===== src/rtl/lsu_ctrl_pkg.sv =====
// Shared types and constants for the load/store unit: FSM states, RV32I
// funct3 encodings, byte-mask shapes and the funct3-to-access-size decode.
package lsu_ctrl_pkg;

  typedef enum logic [1:0] {IDLE, REQ, RESP} lsu_state_e;
  typedef enum logic [1:0] {SZ_B, SZ_H, SZ_W} lsu_size_e;

  localparam logic [2:0] F3_B  = 3'b000;
  localparam logic [2:0] F3_H  = 3'b001;
  localparam logic [2:0] F3_W  = 3'b010;
  localparam logic [2:0] F3_BU = 3'b100;
  localparam logic [2:0] F3_HU = 3'b101;

  localparam logic [3:0] BMASK_B = 4'b0001;
  localparam logic [3:0] BMASK_H = 4'b0011;
  localparam logic [3:0] BMASK_W = 4'b1111;

  // Reserved funct3 codes fall through to a full-word access.
  function automatic lsu_size_e f3_size(input logic [2:0] f3);
    case (f3)
      F3_B, F3_BU: f3_size = SZ_B;
      F3_H, F3_HU: f3_size = SZ_H;
      default:     f3_size = SZ_W;
    endcase
  endfunction

endpackage


===== src/rtl/lsu_ctrl_align.sv =====
// Byte-lane steering: store mask/data placement, alignment check, load extract/extend.
// Latency: purely combinational, zero cycles.
// Backpressure: none; stateless, follows its inputs.
module lsu_align
  import lsu_ctrl_pkg::*;
(
  input  logic        is_store,
  input  logic [2:0]  req_f3,
  input  logic [1:0]  req_off,
  input  logic [31:0] st_data,
  output logic [3:0]  bmask,
  output logic [31:0] wdata,
  output logic        misalign,
  input  logic [2:0]  rsp_f3,
  input  logic [1:0]  rsp_off,
  input  logic [31:0] rdata,
  output logic [31:0] ld_data
);

  lsu_size_e  req_sz;
  lsu_size_e  rsp_sz;
  logic [7:0]  ld_byte;
  logic [15:0] ld_half;
  logic        sext;

  always_comb begin
    req_sz   = f3_size(req_f3);
    bmask    = BMASK_W;
    wdata    = '0;
    misalign = 1'b0;
    case (req_sz)
      SZ_B:    misalign = 1'b0;
      SZ_H:    misalign = req_off[0];
      default: misalign = |req_off;
    endcase
    // Halfword placement uses only off[1], so an odd halfword lands on its containing half.
    if (is_store) begin
      case (req_sz)
        SZ_B: begin
          bmask = BMASK_B << req_off;
          wdata = {24'b0, st_data[7:0]} << {req_off, 3'b000};
        end
        SZ_H: begin
          bmask = BMASK_H << {req_off[1], 1'b0};
          wdata = {16'b0, st_data[15:0]} << {req_off[1], 4'b0000};
        end
        default: begin
          bmask = BMASK_W;
          wdata = st_data;
        end
      endcase
    end
  end

  always_comb begin
    rsp_sz  = f3_size(rsp_f3);
    ld_byte = rdata[{rsp_off, 3'b000} +: 8];
    ld_half = rdata[{rsp_off[1], 4'b0000} +: 16];
    sext    = ~rsp_f3[2];
    case (rsp_sz)
      SZ_B:    ld_data = {{24{sext & ld_byte[7]}}, ld_byte};
      SZ_H:    ld_data = {{16{sext & ld_half[15]}}, ld_half};
      default: ld_data = rdata;
    endcase
  end

endmodule


===== src/rtl/lsu_ctrl.sv =====
// LSU initiator to data memory (optional trap on misaligned access: LSU_MISALIGN_TRAP_EN).
// Latency: READY tied high gives 2 stall cycles, o_done in cycle 3; each READY wait adds one.
// Backpressure: request held stable with o_VALID until i_READY; core stalled throughout.
module lsu_ctrl
  import lsu_ctrl_pkg::*;
#(
  parameter int ADDR_W     = 18,
  parameter int STORE_PRIO = 1
) (
  input  logic              i_clk,
  input  logic              i_rst,
  input  logic              i_ld_en,
  input  logic              i_st_en,
  input  logic [2:0]        i_funct3,
  input  logic [31:0]       i_addr,
  input  logic [31:0]       i_st_data,
  output logic [31:0]       o_ld_data,
  output logic              o_stall,
  output logic              o_done,
  output logic              o_misalign,
  output logic [ADDR_W-1:0] o_ADDR,
  output logic [31:0]       o_WDATA,
  output logic [3:0]        o_BMASK,
  output logic              o_WREN,
  output logic              o_VALID,
  input  logic              i_READY,
  input  logic [31:0]       i_RDATA
);

  lsu_state_e        state_q, state_d;
  logic [ADDR_W-1:0] addr_q;
  logic [3:0]        bmask_q;
  logic [31:0]       wdata_q;
  logic [31:0]       ld_data_q;
  logic              wren_q;
  logic [2:0]        f3_q;
  logic [1:0]        off_q;

  logic              req;
  logic              is_store;
  logic              trap;
  logic              load_fields;
  logic              capture;
  logic              trap_take;
  logic [3:0]        align_bm;
  logic [31:0]       align_wd;
  logic [31:0]       align_ld;
  logic              align_mis;
  logic              unused_ok;

  assign req      = i_ld_en | i_st_en;
  assign is_store = i_st_en & ((STORE_PRIO != 0) | ~i_ld_en);

  lsu_align u_align (
    .is_store (is_store),
    .req_f3   (i_funct3),
    .req_off  (i_addr[1:0]),
    .st_data  (i_st_data),
    .bmask    (align_bm),
    .wdata    (align_wd),
    .misalign (align_mis),
    .rsp_f3   (f3_q),
    .rsp_off  (off_q),
    .rdata    (i_RDATA),
    .ld_data  (align_ld)
  );

`ifdef LSU_MISALIGN_TRAP_EN
  logic mis_q;
  assign trap       = align_mis;
  assign o_misalign = mis_q;
  assign unused_ok  = ^i_addr[31:ADDR_W];

  // High only in the RESP cycle that follows a trapped request.
  always_ff @(posedge i_clk) begin
    if (i_rst) mis_q <= 1'b0;
    else       mis_q <= trap_take;
  end
`else
  assign trap       = 1'b0;
  assign o_misalign = 1'b0;
  assign unused_ok  = ^{i_addr[31:ADDR_W], align_mis};
`endif

  always_comb begin
    state_d     = state_q;
    o_stall     = 1'b0;
    o_VALID     = 1'b0;
    o_done      = 1'b0;
    load_fields = 1'b0;
    capture     = 1'b0;
    trap_take   = 1'b0;
    if (!i_rst) begin
      case (state_q)
        IDLE: begin
          o_stall = req;
          if (req) begin
            load_fields = ~trap;
            trap_take   = trap;
            state_d     = trap ? RESP : REQ;
          end
        end
        REQ: begin
          o_VALID = 1'b1;
          o_stall = 1'b1;
          if (i_READY) begin
            capture = 1'b1;
            state_d = RESP;
          end
        end
        // Core still presents the finished instruction here, so inputs are ignored.
        RESP: begin
          o_done  = 1'b1;
          state_d = IDLE;
        end
        default: state_d = IDLE;
      endcase
    end
  end

  always_ff @(posedge i_clk) begin
    if (i_rst) begin
      state_q   <= IDLE;
      addr_q    <= '0;
      bmask_q   <= '0;
      wdata_q   <= '0;
      wren_q    <= 1'b0;
      f3_q      <= '0;
      off_q     <= '0;
      ld_data_q <= '0;
    end else begin
      state_q <= state_d;
      if (load_fields) begin
        addr_q  <= {i_addr[ADDR_W-1:2], 2'b00};
        bmask_q <= align_bm;
        wdata_q <= align_wd;
        wren_q  <= is_store;
        f3_q    <= i_funct3;
        off_q   <= i_addr[1:0];
      end
      if (capture)        ld_data_q <= align_ld;
      else if (trap_take) ld_data_q <= '0;
    end
  end

  assign o_ADDR    = addr_q;
  assign o_BMASK   = bmask_q;
  assign o_WDATA   = wdata_q;
  assign o_WREN    = wren_q;
  assign o_ld_data = ld_data_q;

endmodule


===== config.mk =====
export PLATFORM = sky130hd
export DESIGN_NAME = lsu_ctrl
export DESIGN_NICKNAME = d
export VERILOG_FILES = /design/src/rtl/lsu_ctrl_pkg.sv /design/src/rtl/lsu_ctrl_align.sv /design/src/rtl/lsu_ctrl.sv
export SDC_FILE = /design/constraint.sdc
export NUM_CORES = 1
export LEC_CHECK = 0
export BUFFER_PORTS_ARGS = -buffer_cell sky130_fd_sc_hd__buf_2
export CAP_MARGIN = 5
export CORE_MARGIN = 8
export CORE_UTILIZATION = 47
export DETAILED_ROUTE_END_ITERATION = 12
export PLACE_DENSITY = 0.81
export SLEW_MARGIN = 20
export SYNTH_ARGS = -nofsm -noshare
export SYNTH_HDL_FRONTEND = slang
export SYNTH_SLANG_ARGS = --single-unit

===== constraint.sdc =====
create_clock -name i_clk -period 2.3 [get_ports i_clk]
set_clock_uncertainty 0.1 [all_clocks]
set_input_delay 0 -clock i_clk [delete_from_list [all_inputs] [get_ports i_clk]]
set_output_delay 0 -clock i_clk [all_outputs]
set_load 0.02 [all_outputs]

==> summary.txt <==
Timing
  – Worst slew margin: 37.7%
  – Minimum clock period: 2.25 ns
  – Hold Slack: 0.0453 ns
  – Final Hold Vio Count: 0
  – Final setup margin: 0.0530 ns
  – Max Fclk: 445 MHz
  – Setup-failing EPs final: 0
  – Unrepaired setup endpoints after global routing: false
  – Slew Limit Fails: 0
  – Slew @ Worst Pin: approximately 0.93 ns
  – Setup TNS: 0 ns
  – Fraction of the cycle the final worst path needs: 97.7%

Global route
  – Overall global routing resource usage: 25.6%
  – Initial antenna violation count: 4
  – Global route overflow: 0
  – First-pass GRT wire length: between 20000 and 25000 um
  – Vias in the first global route: about 4900
  – Largest net degree at the start of global routing: 64

Synthesis
  – Count of cell types in the netlist: 42
  – Ys flop type: dfxtp_1
  – Yosys reg bits: a little over 90
  – Avg Synthesized Cell Area: slightly above 9 um2
  – EDFF count, synth: 0
  – Cell Area, Synth: 0.00415 mm2
  – Commonest cells post-synth: dfxtp_1 (92), nand2_1 (89), a21oi_1 (32)
  – Synth top area share: 44.4%
  – Post-synth ARST share: 0%
  – Synth Instances: 454
  – Post-synthesis sequential area ratio: roughly 44%
  – Most common cell in the synthesized netlist: dfxtp_1
  – Syn. warnings: 0
  – Yosys top cell by area: dfxtp_1
  – Top post-synthesis cells by area: dfxtp_1 (44%), nand2_1 (8.0%), nor3b_1 (4.2%)

Detailed routing
  – 1st-iter DRT viols: 395
  – Vias: 4818
  – DR WL met2: 7860 um
  – # DRC: 0
  – Drt total wl: approximately 16000 um
  – Met1 WL: approximately 5600 um
  – WL per Instance: 19.3 um
  – Metal3 WL: 1770 um
  – Highest routed layer: met5
  – Final ANT Viol Nets: 0
  – Number of iterations in the first detailed-routing pass: 8
  – Drt via density: 5.84

Clocking
  – Clock-pin slew on the worst setup and hold paths: ~0.09 ns
  – H-tree Lvls: 3
  – Clock buffer depth: 2
  – CTS buffer count: 9
  – Root buffer cell: clkbuf_8
  – Clock sink count: slightly above 90
  – TritonCTS clock tree: done
  – Post-CTS setup buffer count: 0
  – Worst-Skew Late Latency: 0.35 ns

Setup path
  – Worst-path cell chain: nand2b_1 -> mux4_2 -> nand2_1 -> nand2_1 -> dlygate4sd3_1
  – Crit path kind: reg2reg
  – CP Data Required Time: 2.45 ns
  – CP bufs+invs: 1
  – Crit path launch type: flop
  – Worst setup EP type: flop
  – Arr. time, crit path: 2.40 ns
  – Crit path max fanout: 6
  – Largest stage delay, worst path: approximately 0.55 ns
  – Slowest CP cell: mux4_2
  – Top cell family by delay on the critical path: multiplexers
  – Most common cell on crit path: nand2_1
  – Reg2reg setup slack: 0.05 ns

Placed design
  – Detailed Place HPWL: 9550 um
  – IO Port Bufs: 177
  – Gp weighted congestion: roughly 0.88
  – Setup slack at placement: about 0.22 ns
  – Placed insts: 715

Final layout
  – # nets final: 813
  – Area delta synth->final: 51.1%
  – Final Non-Filler Cells: 825
  – Post-layout util: 72.6%
  – Ratio of cells with drive above 1 in the final layout: about a third
  – Fill count: 597

Floorplanning
  – Ports: 195
  – Initial Utilization: between 40% and 50%
  – Die area: 0.0121 mm2
  – FP Rows: 34
  – Total core area: 0.00864 mm2
  – Die Y: 110 um
  – Die X: roughly 110 um

Pwr
  – Leak Pwr: 0.00280 uW
  – VDD IR max: approximately 0.00038 V
  – PwrDens: 624 mW/mm2

Run status
  – Run status: complete, no violations

Flow run
  – Max-Cap Viols: 0

Hold path
  – Min-Delay Path Class: in2reg
[final timing paths]
check / startpoint / end / cells after the start
setup / recovery: f3_q[0] / o_ld_data[0] / 5
hold / removal: i_ld_en / state_q[0] / 4
setup reg to reg: f3_q[0] / o_ld_data[0] / 5
hold reg to reg: o_ADDR[7] / o_ADDR[7] / 2
[stage by stage]
step	cell area, um2	total power [uW]
6_report	6270	3910
5_1_grt	6270	4070
3_3_place_gp	5110	2530
4_1_cts	6250	3870
3_5_place_dp	5110	2550
2_1_floorplan	4160	2260
[registers in the layout, indices dropped and copies added (netlist names)]
name / flops
f3_q: 3
o_ADDR: 16
o_BMASK: 4
o_WDATA: 32
o_WREN: 1
o_ld_data: 32
off_q: 2
state_q: 2
[layout by cell type, fill, tap and decap left out, drive strengths merged, types with 4 or more instances in the layout]
master | netlist | final
a311o | 16 | 16
and2 | 6 | 6
dfxtp | 92 | 92
nor3 | 4 | 4
a21oi | 32 | 32
a21boi | 9 | 9
mux4 | 5 | 5
nand2b | 4 | 4
a221o | 11 | 11
inv | 4 | 4
nand3b | 8 | 8
nor2 | 15 | 15
clkbuf | 22 | 10
nor3b | 23 | 23
a22o | 14 | 14
a211oi | 11 | 11
a22oi | 8 | 8
mux2 | 8 | 8
a31oi | 4 | 4
o2bb2ai | 8 | 8
dlygate4sd3 | 0 | 91
nand2 | 90 | 90
o21ai | 20 | 20
mux2i | 8 | 8
buf | 18 | 191
[cell type report]
type / count / area [um2] / share of cell area [%]
Multi-Input combinational cell: 320 / 2130 / 34.0
Antenna cell: 3 / 7.51 / 0.120
Clock inverter: 6 / 87.6 / 1.40
Timing Repair Buffer: 282 / 1910 / 30.5
Sequential cell: 92 / 1840 / 29.4
Clock buffer: 10 / 138 / 2.19
Tap cell: 108 / 135 / 2.15
Inverter: 4 / 15.0 / 0.239
[what timing repair did]
item                                   CTS  global route
setup endpoints to repair                0             4
hold buffers                            91             0
endpoints found under the hold margin   90             0
resized for setup                        0             4
[per-layer routing]
layer,up-vias,global-route usage (%)
met5,-,0
li1,2167,-
met3,69,7.03
met1,2239,28.4
met4,2,14.7
met2,341,43.2
[power breakdown]
part | switching (uW) | total [uW] | leakage, uW | internal (uW)
logic | 509 | 911 | 0.00194 | 402
clock network | 594 | 1230 | 0.000105 | 640
registers | 67.8 | 1770 | 0.000752 | 1700
[cell families (layout without fill, tap and decap cells)]
group	Yosys count	after routing	synth area share (%)
AND/OR/NAND/NOR	156	156	18.6
AO/OA/AOI/OAI	140	140	24.8
flip-flops	92	92	44.4
buffers and inverters	44	302	5.36
multiplexers	21	21	6.81
other	1	6	0.0903
[worst register-to-register path: cells and delay by family (launching register included)]
| kind | cells | cell delay [ns] |
|---|---|---|
| multiplexers | 1 | 0.56 |
| flip-flops | 1 | 0.45 |
| buffers and inverters | 1 | 0.54 |
| AND/OR/NAND/NOR | 3 | 0.51 |
Power figures use the tool's default switching activity.
